File: config.mk
export PLATFORM = sky130hd
export DESIGN_NAME = exec_hazard_ctrl
export DESIGN_NICKNAME = d
export VERILOG_FILES = /design/src/rtl/exec_hazard_ctrl.sv
export SDC_FILE = /design/constraint.sdc
export NUM_CORES = 1
export LEC_CHECK = 0
export CORE_AREA = 2 2 50 52
export CTS_CLUSTER_DIAMETER = 200
export DETAILED_ROUTE_END_ITERATION = 8
export DIE_AREA = 0 0 52 54
export PLACE_DENSITY_LB_ADDON = 0.1
export SYNTH_ARGS = -nofsm -noshare
export SYNTH_HDL_FRONTEND = slang
export SYNTH_SLANG_ARGS = --single-unit
File: constraint.sdc
create_clock -name clk -period 2.1 [get_ports clk]
set_input_delay 0.21 -clock clk [delete_from_list [all_inputs] [get_ports clk]]
set_output_delay 0.21 -clock clk [all_outputs]
set_load 0.005 [all_outputs]
File: src/rtl/exec_hazard_ctrl.sv
// Execution-stage interlock and forwarding controller: operand bypass selects,
// load-use bubble, and IF/ID flush after a taken branch.
// Optional `HAZARD_PERF_CNT_EN adds saturating stall/flush event counters.
module exec_hazard_ctrl #(
  parameter int RW_W         = 5,
  parameter int FLUSH_CYCLES = 2
) (
  input  logic            clk,
  input  logic            reset,
  input  logic            id_valid,
  input  logic [RW_W-1:0] rs_a_id,
  input  logic [RW_W-1:0] rs_b_id,
  input  logic            use_a_id,
  input  logic            use_b_id,
  input  logic [RW_W-1:0] rw_id,
  input  logic            wr_en_id,
  input  logic            load_id,
  input  logic            branch_taken_ex,
  output logic [1:0]      fwd_a_sel,
  output logic [1:0]      fwd_b_sel,
  output logic            stall_pc,
  output logic            stall_id,
  output logic            bubble_ex,
  output logic            flush
`ifdef HAZARD_PERF_CNT_EN
  ,
  output logic [15:0]     stall_cnt,
  output logic [15:0]     flush_cnt
`endif
);

  localparam logic [1:0] ST_RUN       = 2'd0;
  localparam logic [1:0] ST_LU_STALL  = 2'd1;
  localparam logic [1:0] ST_FLUSH     = 2'd2;
  localparam logic [1:0] FLUSH_RELOAD = 2'(FLUSH_CYCLES - 1);

  logic [1:0]      r_state;
  logic [1:0]      r_cnt;
  logic            r_ex_vld;
  logic            r_ex_wr;
  logic            r_ex_ld;
  logic [RW_W-1:0] r_ex_rw;
  logic            r_mem_vld;
  logic            r_mem_wr;
  logic [RW_W-1:0] r_mem_rw;

  logic            w_ex_hit_a;
  logic            w_ex_hit_b;
  logic            w_mem_hit_a;
  logic            w_mem_hit_b;
  logic            w_load_use;
  logic [1:0]      w_fwd_a;
  logic [1:0]      w_fwd_b;
  logic            w_stall;
  logic            w_bubble;
  logic            w_flush;
  logic [1:0]      w_nxt_state;
  logic [1:0]      w_nxt_cnt;

  assign w_ex_hit_a  = id_valid & use_a_id & r_ex_vld & r_ex_wr & (r_ex_rw == rs_a_id);
  assign w_ex_hit_b  = id_valid & use_b_id & r_ex_vld & r_ex_wr & (r_ex_rw == rs_b_id);
  assign w_mem_hit_a = id_valid & use_a_id & r_mem_vld & r_mem_wr & (r_mem_rw == rs_a_id);
  assign w_mem_hit_b = id_valid & use_b_id & r_mem_vld & r_mem_wr & (r_mem_rw == rs_b_id);
  // A load in EX has no result yet, so its match becomes a stall instead of a bypass.
  assign w_load_use  = r_ex_ld & (w_ex_hit_a | w_ex_hit_b);

  // Operand bypass selection; the younger EX result takes priority over MEM/WB.
  always_comb begin
    w_fwd_a = 2'b00;
    w_fwd_b = 2'b00;
    if (w_ex_hit_a && !r_ex_ld) begin
      w_fwd_a = 2'b01;
    end else if (w_mem_hit_a) begin
      w_fwd_a = 2'b10;
    end else begin
      w_fwd_a = 2'b00;
    end
    if (w_ex_hit_b && !r_ex_ld) begin
      w_fwd_b = 2'b01;
    end else if (w_mem_hit_b) begin
      w_fwd_b = 2'b10;
    end else begin
      w_fwd_b = 2'b00;
    end
  end

  // Interlock FSM next-state and control outputs; a taken branch overrides any stall.
  always_comb begin
    w_stall     = 1'b0;
    w_bubble    = 1'b0;
    w_flush     = 1'b0;
    w_nxt_state = r_state;
    w_nxt_cnt   = r_cnt;
    case (r_state)
      ST_RUN, ST_LU_STALL: begin
        if (branch_taken_ex) begin
          w_flush     = 1'b1;
          w_bubble    = 1'b1;
          w_nxt_cnt   = FLUSH_RELOAD;
          w_nxt_state = (FLUSH_RELOAD == 2'd0) ? ST_RUN : ST_FLUSH;
        end else if ((r_state == ST_RUN) && w_load_use) begin
          w_stall     = 1'b1;
          w_bubble    = 1'b1;
          w_nxt_state = ST_LU_STALL;
        end else begin
          w_nxt_state = ST_RUN;
        end
      end
      ST_FLUSH: begin
        w_flush  = 1'b1;
        w_bubble = 1'b1;
        if (branch_taken_ex) begin
          w_nxt_cnt   = FLUSH_RELOAD;
          w_nxt_state = (FLUSH_RELOAD == 2'd0) ? ST_RUN : ST_FLUSH;
        end else if (r_cnt <= 2'd1) begin
          w_nxt_cnt   = 2'd0;
          w_nxt_state = ST_RUN;
        end else begin
          w_nxt_cnt   = r_cnt - 2'd1;
          w_nxt_state = ST_FLUSH;
        end
      end
      default: begin
        w_nxt_cnt   = 2'd0;
        w_nxt_state = ST_RUN;
      end
    endcase
  end

  // Outputs are forced low for as long as reset is held, without waiting for a clock.
  assign fwd_a_sel = reset ? w_fwd_a : 2'b00;
  assign fwd_b_sel = reset ? w_fwd_b : 2'b00;
  assign stall_pc  = reset & w_stall;
  assign stall_id  = reset & w_stall;
  assign bubble_ex = reset & w_bubble;
  assign flush     = reset & w_flush;

  // FSM state and flush counter.
  always_ff @(posedge clk or negedge reset) begin
    if (!reset) begin
      r_state <= ST_RUN;
      r_cnt   <= 2'd0;
    end else begin
      r_state <= w_nxt_state;
      r_cnt   <= w_nxt_cnt;
    end
  end

  // EX/MEM destination scoreboard; a bubble enters EX as an invalid entry.
  always_ff @(posedge clk or negedge reset) begin
    if (!reset) begin
      r_ex_vld  <= 1'b0;
      r_ex_wr   <= 1'b0;
      r_ex_ld   <= 1'b0;
      r_ex_rw   <= '0;
      r_mem_vld <= 1'b0;
      r_mem_wr  <= 1'b0;
      r_mem_rw  <= '0;
    end else begin
      r_mem_vld <= r_ex_vld;
      r_mem_wr  <= r_ex_wr;
      r_mem_rw  <= r_ex_rw;
      if (w_bubble) begin
        r_ex_vld <= 1'b0;
        r_ex_wr  <= 1'b0;
        r_ex_ld  <= 1'b0;
        r_ex_rw  <= '0;
      end else begin
        r_ex_vld <= 1'b1;
        r_ex_wr  <= wr_en_id & id_valid;
        r_ex_ld  <= load_id;
        r_ex_rw  <= rw_id;
      end
    end
  end

`ifdef HAZARD_PERF_CNT_EN
  // Saturating event counters for stall and flush cycles.
  always_ff @(posedge clk or negedge reset) begin
    if (!reset) begin
      stall_cnt <= 16'h0000;
      flush_cnt <= 16'h0000;
    end else begin
      if (stall_pc && (stall_cnt != 16'hFFFF)) begin
        stall_cnt <= stall_cnt + 16'h0001;
      end else begin
        stall_cnt <= stall_cnt;
      end
      if (flush && (flush_cnt != 16'hFFFF)) begin
        flush_cnt <= flush_cnt + 16'h0001;
      end else begin
        flush_cnt <= flush_cnt;
      end
    end
  end
`endif

endmodule
* After elaboration in Yosys (flattened, before gate mapping)
Cells that the tools add are included.
** Storage, ports and cells
- Memories :: 0
- Memory bits (writable) :: 0
- Latch bits :: 0
- Output and inout bits :: 8
- ROM bits :: 0
- Flip-flop bits (word level) :: 19
- Logic and storage cells :: 70
- Bits of input ports :: 23
** Cells by class
- Divide/modulo/power cells :: 0
- Multipliers :: 0
- Eq/ne operators :: 7
- Magnitude comparators :: 1
- Bitwise logic cells :: 20
- Mux-type cells :: 26
- Add/sub/neg operators :: 1
- Reductions and logical operators :: 6
- Shifts and indexed selects :: 0
** Operator list (count)
- $mux W2 :: 12
- $eq A5 B5 Y1 :: 4
- $and A1 B1 Y1 :: 19
- $mux W1 :: 9
- $pmux W2 S2 :: 2
- $mux W5 :: 1
- $pmux W1 S2 :: 2
- $logic_and A1 B1 Y1 :: 3
- $eq A2 B1 Y1 const B :: 1
- $eq A2 B2 Y1 const B :: 1
- $le A2 B1 Y1 const B :: 1
- $logic_not A2 Y1 :: 1
- $ne A2 B2 Y1 const B :: 1
- $reduce_or A2 Y1 :: 1
- $sub A2 B1 Y2 const B :: 1
- $logic_not A1 Y1 :: 1
- $or A1 B1 Y1 :: 1

* Depth between registers and ports, before layout
Gate-level depths: netlist of the first run.
- Depth after elaboration :: 11
- Mapped depth :: 5
- Depth with buffers taken out :: 4

* Worst setup path after synthesis of the first run
OpenSTA, ideal clock, no wires.
- Path type :: register -> output
- Start :: register r_ex_rw[4]
- End :: output port stall_pc
- Required time :: 1.890 ns
- Slack :: 0.286 ns
- Buffers on the path :: 1
- Stages on the path, launching flop included :: 6
- Arrival time :: 1.604 ns
- Cells stage by stage :: dfrtp_1 -> xor2_1 -> nor4_2 -> nand2_1 -> a2111oi_2 -> buf_4
** On the way
- Cells in the longest elaborated chain, start to end :: 9
- Elaborated cells on any way between the ends :: 11
- Classes of those cells :: 2 x eq/ne; 3 x mux; 5 x bitwise; 1 x reduce/logical
** Ends and longest elaborated chain
- start, declared :: line 42 : logic [RW_W-1:0] r_ex_rw;
- start signal, assigned :: line 172 : r_ex_rw <= rw_id;
- $eq A5 B5 Y1, on equally long branches :: line 60, 61
- $and A1 B1 Y1, on equally long branches :: line 60, 61
- $or A1 B1 Y1 * :: line 65 : assign w_load_use = r_ex_ld & (w_ex_hit_a | w_ex_hit_b);
- $and A1 B1 Y1 * :: line 65
- $logic_and A1 B1 Y1 * :: line 101 : end else if ((r_state == ST_RUN) && w_load_use) begin
- $mux W1 * :: line 101
- $mux W1 * :: line 96 : if (branch_taken_ex) begin
- $mux W1 * :: line 94 : case (r_state)
- $and A1 B1 Y1 *
- end, declared :: line 21 : output logic stall_pc,
Every way passes the cells marked *; elsewhere a longest branch is shown, timed or not.

* Worst setup path after layout of the first run
- Start :: register r_ex_rw[4]
- End :: output port stall_id
** On the way
- Cells in the longest elaborated chain, start to end :: 9
- Elaborated cells on any way between the ends :: 11
- Classes of those cells :: 2 x eq/ne; 3 x mux; 5 x bitwise; 1 x reduce/logical
** Ends and longest elaborated chain
- $eq A5 B5 Y1, on equally long branches :: line 60, 61
- $and A1 B1 Y1, on equally long branches :: line 60, 61
- $or A1 B1 Y1 * :: line 65
- $and A1 B1 Y1 * :: line 65
- $logic_and A1 B1 Y1 * :: line 101
- $mux W1 * :: line 101
- $mux W1 * :: line 96
- $mux W1 * :: line 94
- $and A1 B1 Y1 * :: line 134 : assign stall_id = reset & w_stall;
- end, declared :: line 22 : output logic stall_id,
Marks and branches as above.

==> metrics.md, run 1 <==
| Metric | Value |
|---|---|
| Outcome | `finished with violations` |
| Failing checks | `setup timing` |
| Setup violations, final | `5` |
| Fin. Hold Viols | `0` |
| Unrepaired setup endpoints after global routing | `true` |
| DRC | `0` |
| Largest net degree at the start of global routing | `15` |
| Die W | `52 microns` |
| Max frequency | `0.442 GHz` |
| Filler Cell Count | `190` |
| Metal3 WL | `80 microns` |
| Wl on met1 | `1.03 mm` |
| Highest Signal Layer | `met4` |
| Synth Warn # | `0` |
| First-pass GRT wire length | `3.91 mm` |
| Post-Route Utilization | `66.9%` |
| Post-DP HPWL | `1.80 mm` |
| Worst path arrival time | `2.05 ns` |
| TNS Setup | `-0.514 ns` |
| Pre-antenna DRT Iters | `4` |
| Synth Instances | `97` |
| Synthesized area | `986 sq um` |
| Pwr dens | `489 nW/um^2` |
| Iter 0 DRT Violations | `7` |
| Relative slew slack | `76.9%` |
| Clk sinks | `19` |
| Tightest Hold Check Type | `in -> async` |
| # nets final | `178` |
| R2R cell count | `6` |
| Met2 WL | `1.28 mm` |
| H-tree levels | `1` |
| Total Wirelength | `2.41 mm` |
| Top FF cell, synth | `dfrtp_1` |
| Later-pin clock latency in the skew report | `0.30 ns` |
| Static Leak | `0.000743 uW` |
| Starting Density | `42.5%` |
| Final ANT Viol Nets | `0` |
| Reg clk slew, reported paths | `0.12 ns` |
| Die area | `2810 sq um` |
| Dominant cell type by area after synthesis | `dfrtp_1` |
| Vias in the first global route | `844` |
| # diodes | `0` |
| CP max FO | `3` |
| Initial antenna violation count | `0` |
| Total CTS buffers | `3` |
| Clock Tree Buf Depth | `2` |
| Area delta synth->final | `57.4%` |
| Die Y | `54 microns` |
| Register area share after synthesis | `48.2%` |
| Total grt overflow | `0` |
| Final worst setup slack | `-0.160 ns` |
| Row cnt | `18` |
| Critical path type | `reg -> out` |
| MaxCap Viol Count | `0` |
| Synth area leaders | `dfrtp_1 48%, xor2_1 16%, nor2_1 5.7%` |
| Buffers on Ports | `30` |
| Syn nets | `120` |
| Min Tclk post-route | `2.26 ns` |
| Flops & latches, synth | `19` |
| Crit. End Element | `primary output` |
| CTS tree | `yes` |
| I/O pin cnt | `31` |
| Via count | `873` |
| GPL Wtd Cong | `0.820` |
| Core area | `2320 sq um` |
| Required time of the critical path | `1.89 ns` |
| Synth cell count leaders | `19 x dfrtp_1, 18 x xor2_1, 15 x nor2_1` |
| Root buffer cell | `clkbuf_4` |
| Share of cells above drive strength 1 | `31.8%` |
| Number of distinct library cells after synthesis | `25` |
| Worst-margin pin slew | `0.343 ns` |
| Fin crit share | `108%` |
| Count leader, synth | `dfrtp_1` |
| Routed vias/inst | `4.74` |
| Worst vdd ir | `543 uV` |
| Post-synth EDFFs | `0` |
| Worst setup SP type | `flop` |
| Asr flop ratio synth | `100%` |
| Top cell type's share of synthesized area | `48.2%` |
| Synthesized area per cell | `10.2 sq um` |
| Final Skew | `0.00805 ns` |
| Avg WL per Cell | `13.1 microns` |
| Overall routing resource usage | `19.4%` |
| Pins Over Slew Limit | `0` |
-- repair_timing --
| action | CTS | global route |
|---|---|---|
| resized for setup | 25 | 9 |
| hold buffers | 0 | 0 |
| setup buffers | 5 | 3 |
| pin swaps | 7 | 3 |
| setup endpoints to repair | 7 | 6 |
-- stage by stage --
stage	setup slack, ns	cells	hold WS (ns)	power, uW	instance area (sq um)
6_report	-0.160	184	0.316	759	1550
5_1_grt	-0.286	184	0.342	805	1550
4_1_cts	-0.117	181	0.318	763	1540
3_5_place_dp	-0.409	173	0.391	561	1440
3_3_place_gp	-0.386	173	0.384	558	1440
2_1_floorplan	0.286	97	-0.0856	460	986
-- logic make-up (layout without fill, tap and decap cells) --
logic type	Yosys count	in the layout	synth area share, %
AND/OR/NAND/NOR	43	43	21.4
XOR/XNOR	20	20	17.8
flip-flops	19	19	48.2
AO/OA/AOI/OAI	7	7	6.60
buffers and inverters	6	63	3.43
multiplexers	2	2	2.54
-- path summary, 6_finish.rpt --
kind	from	end	slack, ns
min in group clk	rw_id[0]	r_ex_rw[0]	0.41
hold / removal	reset	r_mem_rw[1]	0.32
setup reg to reg	r_ex_rw[4]	r_state[0]	0.38
max in group asynchronous	reset	r_ex_rw[0]	1.59
setup / recovery	r_ex_rw[4]	stall_id	-0.16
hold reg to reg	r_ex_wr	r_mem_wr	0.42
-- where the power goes --
part / internal, uW / switching (uW) / total (uW) / leakage [uW]
Clock: 72.4 / 119 / 191 / 0.0000139
Sequential: 384 / 16.1 / 400 / 0.000249
Combinational: 97.2 / 69.9 / 167 / 0.000480
Total: 554 / 205 / 759 / 0.000743
-- routing by layer --
metal | global-route usage (%) | vias up
met5 | 0 | -
met4 | 5.26 | 0
met3 | 3.06 | 2
met2 | 35.7 | 17
met1 | 23.5 | 418
li1 | - | 436
-- placed cells by master, fill, tap and decap left out, types with 3 or more instances in the layout --
master,n
clkbuf_2,3
nor3_1,5
buf_4,23
nand3_1,4
nand2_1,8
buf_2,3
nor2_1,14
clkbuf_4,3
dfrtp_1,18
xor2_1,16
clkdlybuf4s50_1,23
inv_1,4
-- layout make-up --
cell class,instances,area (sq um),share of cell area [%]
multi-input cells,72,526,33.9
flip-flops and latches,19,477,30.7
repair buffers,55,467,30.1
well taps,30,37.5,2.42
clock buffers,3,22.5,1.45
inverters,4,15.0,0.968
clock inverters,1,7.51,0.484
-- registers in the layout (all words and copies together), names as in the netlist --
signal,count
r_cnt,2
r_ex_ld,1
r_ex_rw,5
r_ex_vld,1
r_ex_wr,1
r_mem_rw,5
r_mem_vld,1
r_mem_wr,1
r_state,2
-- critical path, stage by stage, from the launching register on --
cell       delay [ns]
dfrtp_1          0.44
xor2_1           0.19
nor4_2           0.36
nand2_1          0.12
buf_4            0.16
a2111oi_4        0.30
buf_2            0.17
Note: power is estimated with default switching activity, not from simulation.
==> run 2: changes to the inputs <==
REMOVE_ABC_BUFFERS = 1   (was not set)
==> run 2 against run 1 <==
Effect of this change:
- the run still ends with setup timing left
- critical path depth is the same
- via count grew 0.92%
- sequential cell count is the same
- largest power group unchanged
- cell count shrank 1.6%
- sequential share of layout area shrank 0.32 points
- global-route usage grew 0.74 points
- hold slack lost 0.019 ns
- clock power grew 3%
==> metrics.md, run 2 (synthesis gave the netlist of run 1 again) <==
| Metric | Value |
|---|---|
| Outcome | `finished with violations` |
| Failing checks | `setup timing` |
| Min Tclk post-route | `2.19 ns` |
| I/O pin cnt | `31` |
| DP Cell Count | `171` |
| Commonest non-fill, non-tap cell in the layout | `clkdlybuf4s50_1` |
| Max frequency | `0.456 GHz` |
| Worst path cell trace | `xor2_1, nor4_2, nand2_1, buf_6, a2111oi_4, buf_2` |
| Final ANT Viol Nets | `0` |
| Tightest Hold Check Type | `in -> async` |
| Static Leak | `0.000742 uW` |
| MaxCap Viol Count | `0` |
| Reg2reg setup slack | `0.32 ns` |
| Setup violations, final | `3` |
| Area delta synth->final | `59.0%` |
| Starting Density | `42.5%` |
| Post-Route Utilization | `67.6%` |
| Worst path arrival time | `1.98 ns` |
| Fin crit share | `104%` |
| # nets final | `175` |
| CTS tree | `yes` |
| Row cnt | `18` |
| Pins Over Slew Limit | `0` |
| Die area | `2810 sq um` |
| Post-DP HPWL | `1.80 mm` |
| Largest regs | `r_ex_rw x5, r_mem_rw x5` |
| Unrepaired setup endpoints after global routing | `true` |
| Avg WL per Cell | `13.7 microns` |
| Later-pin clock latency in the skew report | `0.30 ns` |
| Crit-path slowest cell | `dfrtp_1` |
| Pre-antenna DRT Iters | `4` |
| Critical path type | `reg -> out` |
| Total grt overflow | `0` |
| Root buffer cell | `clkbuf_4` |
| Reg clk slew, reported paths | `0.12 ns` |
| Die W | `52 microns` |
| Total Wirelength | `2.48 mm` |
| Via count | `881` |
| Non-Filler Instances | `181` |
| Overall routing resource usage | `20.1%` |
| Clock Tree Buf Depth | `2` |
| Relative slew slack | `74.4%` |
| Final worst setup slack | `-0.0913 ns` |
| Hold buffer count at cts | `0` |
| Initial antenna violation count | `0` |
| Die Y | `54 microns` |
| DRC | `0` |
| Worst vdd ir | `506 uV` |
| Most frequent cells in the layout | `23 x clkdlybuf4s50_1, 18 x dfrtp_1, 17 x buf_4` |
| Required time of the critical path | `1.89 ns` |
| Vias in the first global route | `888` |
| Clk sinks | `19` |
| Fin. Hold Viols | `0` |
| Crit. End Element | `primary output` |
| Total CTS buffers | `3` |
| Largest net degree at the start of global routing | `18` |
| Pwr dens | `491 nW/um^2` |
| Core area | `2320 sq um` |
| H-tree levels | `1` |
| Buffers on Ports | `30` |
| Worst setup SP type | `flop` |
| First-pass GRT wire length | `4.02 mm` |
| Critical path's largest stage delay | `0.44 ns` |
| Iter 0 DRT Violations | `10` |
| # diodes | `0` |
| GPL Wtd Cong | `0.849` |
| Final Skew | `0.00366 ns` |
| Routed vias/inst | `4.87` |
| Share of cells above drive strength 1 | `32.5%` |
| CP max FO | `3` |
| Worst-margin pin slew | `0.383 ns` |
## run 2: cell count changes in the layout (fill, tap and decap cells not counted), sizes merged
cell	delta
clkbuf	-2
clkdlybuf4s15	-1
clkinv	+1
clkinvlp	-1
## run 2: per-stage QoR
step / setup TNS, ns / instance area [sq um] / power [uW] / worst slack, ns / hold slack [ns]
finish: -0.232 / 1570 / 771 / -0.0913 / 0.296
detailed placement: -1.65 / 1430 / 557 / -0.424 / 0.388
global route: -0.783 / 1570 / 810 / -0.223 / 0.305
CTS: -0.278 / 1530 / 759 / -0.110 / 0.302
global placement: -1.59 / 1430 / 554 / -0.395 / 0.385
floorplan: 0 / 967 / 460 / 0.423 / -0.0856
## run 2: final cells by class
type,instances,area (sq um)
sequential,19,477
fill,181,752
multi-input combinational,72,562
clock inverter,1,5.00
inverter,4,15.0
tap,30,37.5
timing repair buffer,52,449
clock buffer,3,22.5
## run 2: layer usage
metal | track usage, % | share of wire (%) | wire [microns] | vias up
met3 | 3.06 | 3.9 | 96 | 2
met5 | 0 | 0 | 0 | -
met1 | 24.5 | 44 | 1080 | 416
li1 | - | - | - | 436
met2 | 34.6 | 52 | 1280 | 27
met4 | 10.5 | 0.77 | 19 | 0
## run 2: worst paths after layout
check	startpoint	endpoint	depth (start not counted)
min in group clk	rw_id[2]	r_ex_rw[2]	3
hold / removal	reset	r_mem_rw[1]	2
setup / recovery	r_ex_rw[1]	stall_pc	6
setup reg to reg	r_ex_rw[1]	r_state[0]	7
max in group asynchronous	reset	r_ex_rw[0]	2
hold reg to reg	r_ex_vld	r_mem_vld	0
## run 2: power breakdown
part	internal, uW	total [uW]	switching, uW
clock network	71.0	197	126
registers	384	400	15.9
logic	97.5	174	76.4
total	552	771	218
## run 2: critical path: cells and delay by family (launching register included)
kind	cells	cell delay, ns
simple gates	2	0.47
buf+inv	2	0.32
compound gates	1	0.29
xor+xnor	1	0.17
flops	1	0.44
## run 2: timing repair
action                     in CTS  in global routing
gates resized for setup        33                 13
pin swaps                       9                  6
buffers inserted                5                  3
setup endpoints to repair       7                  8
==> run 3: changes to the inputs <==
ABC_AREA = 1   (was not set)
CORE_AREA = 2 2 52 54   (was 2 2 50 52)
DIE_AREA = 0 0 54 56   (was 0 0 52 54)
clock period = 2.3 ns   (was 2.1 ns; I/O delays follow)
==> run 3 against run 2 <==
Effect of this change:
- the flow finishes with violations (hold timing)
- largest power group unchanged
- synthesized cell count grew 49%
- count of clock-buffer cells in the layout grew 1
- hold slack got worse by 0.32 ns
- largest cell class unchanged
- first-iteration DRC count grew to 2.5 times the previous value
==> metrics.md, run 3 <==
| Metric | Value |
|---|---|
| Outcome | `finished with violations` |
| Failing checks | `hold timing` |
| End point of the critical path | `fwd_b_sel[1]` |
| Top FF cell, synth | `dfrtp_1` |
| Core area | `2430 sq um` |
| Pins Over Slew Limit | `0` |
| Met3 Usage GRT | `2.42%` |
| Buffers on Ports | `30` |
| Total grt overflow | `0` |
| Overall routing resource usage | `18.0%` |
| Die area | `3020 sq um` |
| Routing usage on met2 | `30.3%` |
| # diodes | `0` |
| Largest net degree at the start of global routing | `11` |
| Starting Density | `45.2%` |
| Final Skew | `0.00458 ns` |
| Tightest Hold Check Type | `in -> async` |
| Total Wirelength | `2.46 mm` |
| Initial antenna violation count | `0` |
| R2R cell count | `9` |
| Non-Filler Instances | `212` |
| Vias in the first global route | `985` |
| Register share of total power | `54.4%` |
| Relative slew slack | `74.4%` |
| Combinational Power Share | `20.5%` |
| Number of distinct library cells after synthesis | `25` |
| Required time of the critical path | `2.07 ns` |
| Min Tclk post-route | `2.15 ns` |
| Reg clk slew, reported paths | `0.10 ns` |
| Most used routing layer in global routing | `met2` |
| Die Y | `56 microns` |
| DP Cell Count | `206` |
| Max frequency | `0.464 GHz` |
| Commonest non-fill, non-tap cell in the layout | `nand2_1` |
| Root buffer cell | `clkbuf_4` |
| Fin crit share | `93.6%` |
| Worst path arrival time | `1.92 ns` |
| Top cell type's share of synthesized area | `43.3%` |
| Synth Instances | `145` |
| Final ANT Viol Nets | `0` |
| Via count | `991` |
| Largest regs | `r_ex_rw x5, r_mem_rw x5` |
| Fin. Hold Viols | `17` |
| Pwr dens | `446 nW/um^2` |
| CTS tree | `yes` |
| R2R Path Start | `r_ex_rw[2]` |
| Synth cell count leaders | `39 x nand2_1, 25 x inv_1, 19 x dfrtp_1` |
| Routed vias/inst | `4.67` |
| # nets final | `206` |
| Count leader, synth | `nand2_1` |
| Share of cells above drive strength 1 | `20.3%` |
| Clk sinks | `19` |
| Most frequent cells in the layout | `39 x nand2_1, 25 x inv_1, 25 x clkdlybuf4s50_1` |
| TNS Setup | `0 ns` |
| Setup violations, final | `0` |
| Dominant cell type by area after synthesis | `dfrtp_1` |
| Avg WL per Cell | `11.6 microns` |
| Register area share after synthesis | `43.3%` |
| I/O pin cnt | `31` |
| Later-pin clock latency in the skew report | `0.29 ns` |
| Filler Cell Count | `211` |
| Synth Warn # | `0` |
| Die W | `54 microns` |
| Crit. End Element | `primary output` |
| NetSw | `184 uW` |
| Worst setup SP type | `input port` |
| First-pass GRT wire length | `4.04 mm` |
| Flops & latches, synth | `19` |
| Worst vdd ir | `410 uV` |
| Iter 0 DRT Violations | `25` |
| Worst-margin pin slew | `0.374 ns` |
| Area delta synth->final | `37.4%` |
| Setup crit start | `id_valid` |
| Met1 GRT Util | `23.3%` |
| GPL Wtd Cong | `0.886` |
| Synth area leaders | `dfrtp_1 43%, nand2_1 13%, inv_1 8.5%` |
| Post-synth EDFFs | `0` |
| Fin Hold WS | `-0.0202 ns` |
| Unrepaired setup endpoints after global routing | `false` |
| FF-to-FF End | `r_ex_rw[2]` |
| H-tree levels | `1` |
| Clock Tree Buf Depth | `2` |
| DRC | `0` |
| Synthesized area | `1100 sq um` |
| Clock power share | `25.1%` |
| Sw Ratio | `27.4%` |
| Critical path type | `in -> out` |
| MaxCap Viol Count | `0` |
| Static Leak | `0.000843 uW` |
| Asr flop ratio synth | `100%` |
| Synthesized area per cell | `7.58 sq um` |
| Reg2reg setup slack | `1.00 ns` |
| Int Power | `488 uW` |
| CP max FO | `3` |
| Post-DP HPWL | `2.04 mm` |
| Pre-antenna DRT Iters | `4` |
| Total CTS buffers | `3` |
| Row cnt | `18` |
## run 3: cell count changes in the layout (fill, tap and decap cells not counted), moves of 5 or more
cell,previous run,this run
nor2_2,2,13
buf_2,6,0
dlymetal6s2s_1,0,5
inv_2,0,7
inv_1,4,25
xor2_1,15,2
nand2_1,8,39
buf_6,5,0
buf_4,17,3
## run 3: layer usage
| layer | vias to the layer above | routed length (microns) |
|---|---|---|
| met4 | 0 | 17 |
| met3 | 2 | 82 |
| met2 | 20 | 1230 |
| met5 | - | 0 |
| li1 | 517 | - |
| met1 | 452 | 1130 |
## run 3: critical path: stages
cell	delay, ns
clkdlybuf4s50_1	0.51
nand2_1	0.06
inv_1	0.07
o21ai_0	0.09
nor3_1	0.21
nand3b_1	0.10
nor2_1	0.12
clkdlybuf4s50_1	0.54
## run 3: layout make-up
class                      count  area (sq um)  share of cell area (%)
clock buffer                   4          26.3                    1.74
tap                           30          37.5                    2.49
inverter                      32           120                    7.96
multi-input combinational     93           503                    33.3
timing repair buffer          34           345                    22.9
sequential                    19           477                    31.6
## run 3: metrics by stage
stage | worst slack (ns) | hold slack, ns | power (uW) | utilization, % | instance area, sq um
2_1_floorplan | 1.01 | -0.0656 | 436 | - | 1090
3_3_place_gp | 0.0894 | 0.362 | 507 | 59.4 | 1440
3_5_place_dp | 0.0137 | 0.361 | 509 | 59.4 | 1440
4_1_cts | 0.00823 | 0.153 | 676 | 60.4 | 1470
5_1_grt | 0.0211 | 0.00232 | 708 | 62.0 | 1510
6_report | 0.147 | -0.0202 | 673 | 62.0 | 1510
## run 3: power groups by stage
stage | logic [uW] | registers, uW | clock network [uW]
6_report | 138 | 366 | 169
5_1_grt | 152 | 369 | 186
4_1_cts | 138 | 366 | 172
3_5_place_dp | 137 | 372 | 0
3_3_place_gp | 135 | 372 | 0
2_1_floorplan | 67.4 | 368 | 0
## run 3: what timing repair did
item | 4_1_cts | 5_1_grt
buffers inserted | 0 | 1
endpoints found under the setup margin | 0 | 5
resized for setup | 0 | 8
hold endpoints to repair | 0 | 2
hold buffers | 0 | 1
## run 3: how the worst min path moves through the flow
stage	end	cells after the start
CTS	r_mem_wr	1
global route	r_mem_rw[2]	2
detailed placement	r_mem_vld	0
finish	r_ex_rw[1]	2
global placement	r_mem_vld	0
floorplan	r_cnt[0]	0
## run 3: logic make-up after synthesis
| family | count (synthesis) | share of synthesized area [%] |
|---|---|---|
| buf+inv | 33 | 11.6 |
| compound gates | 11 | 6.38 |
| flops | 19 | 43.3 |
| xor+xnor | 3 | 2.39 |
| simple gates | 79 | 36.3 |
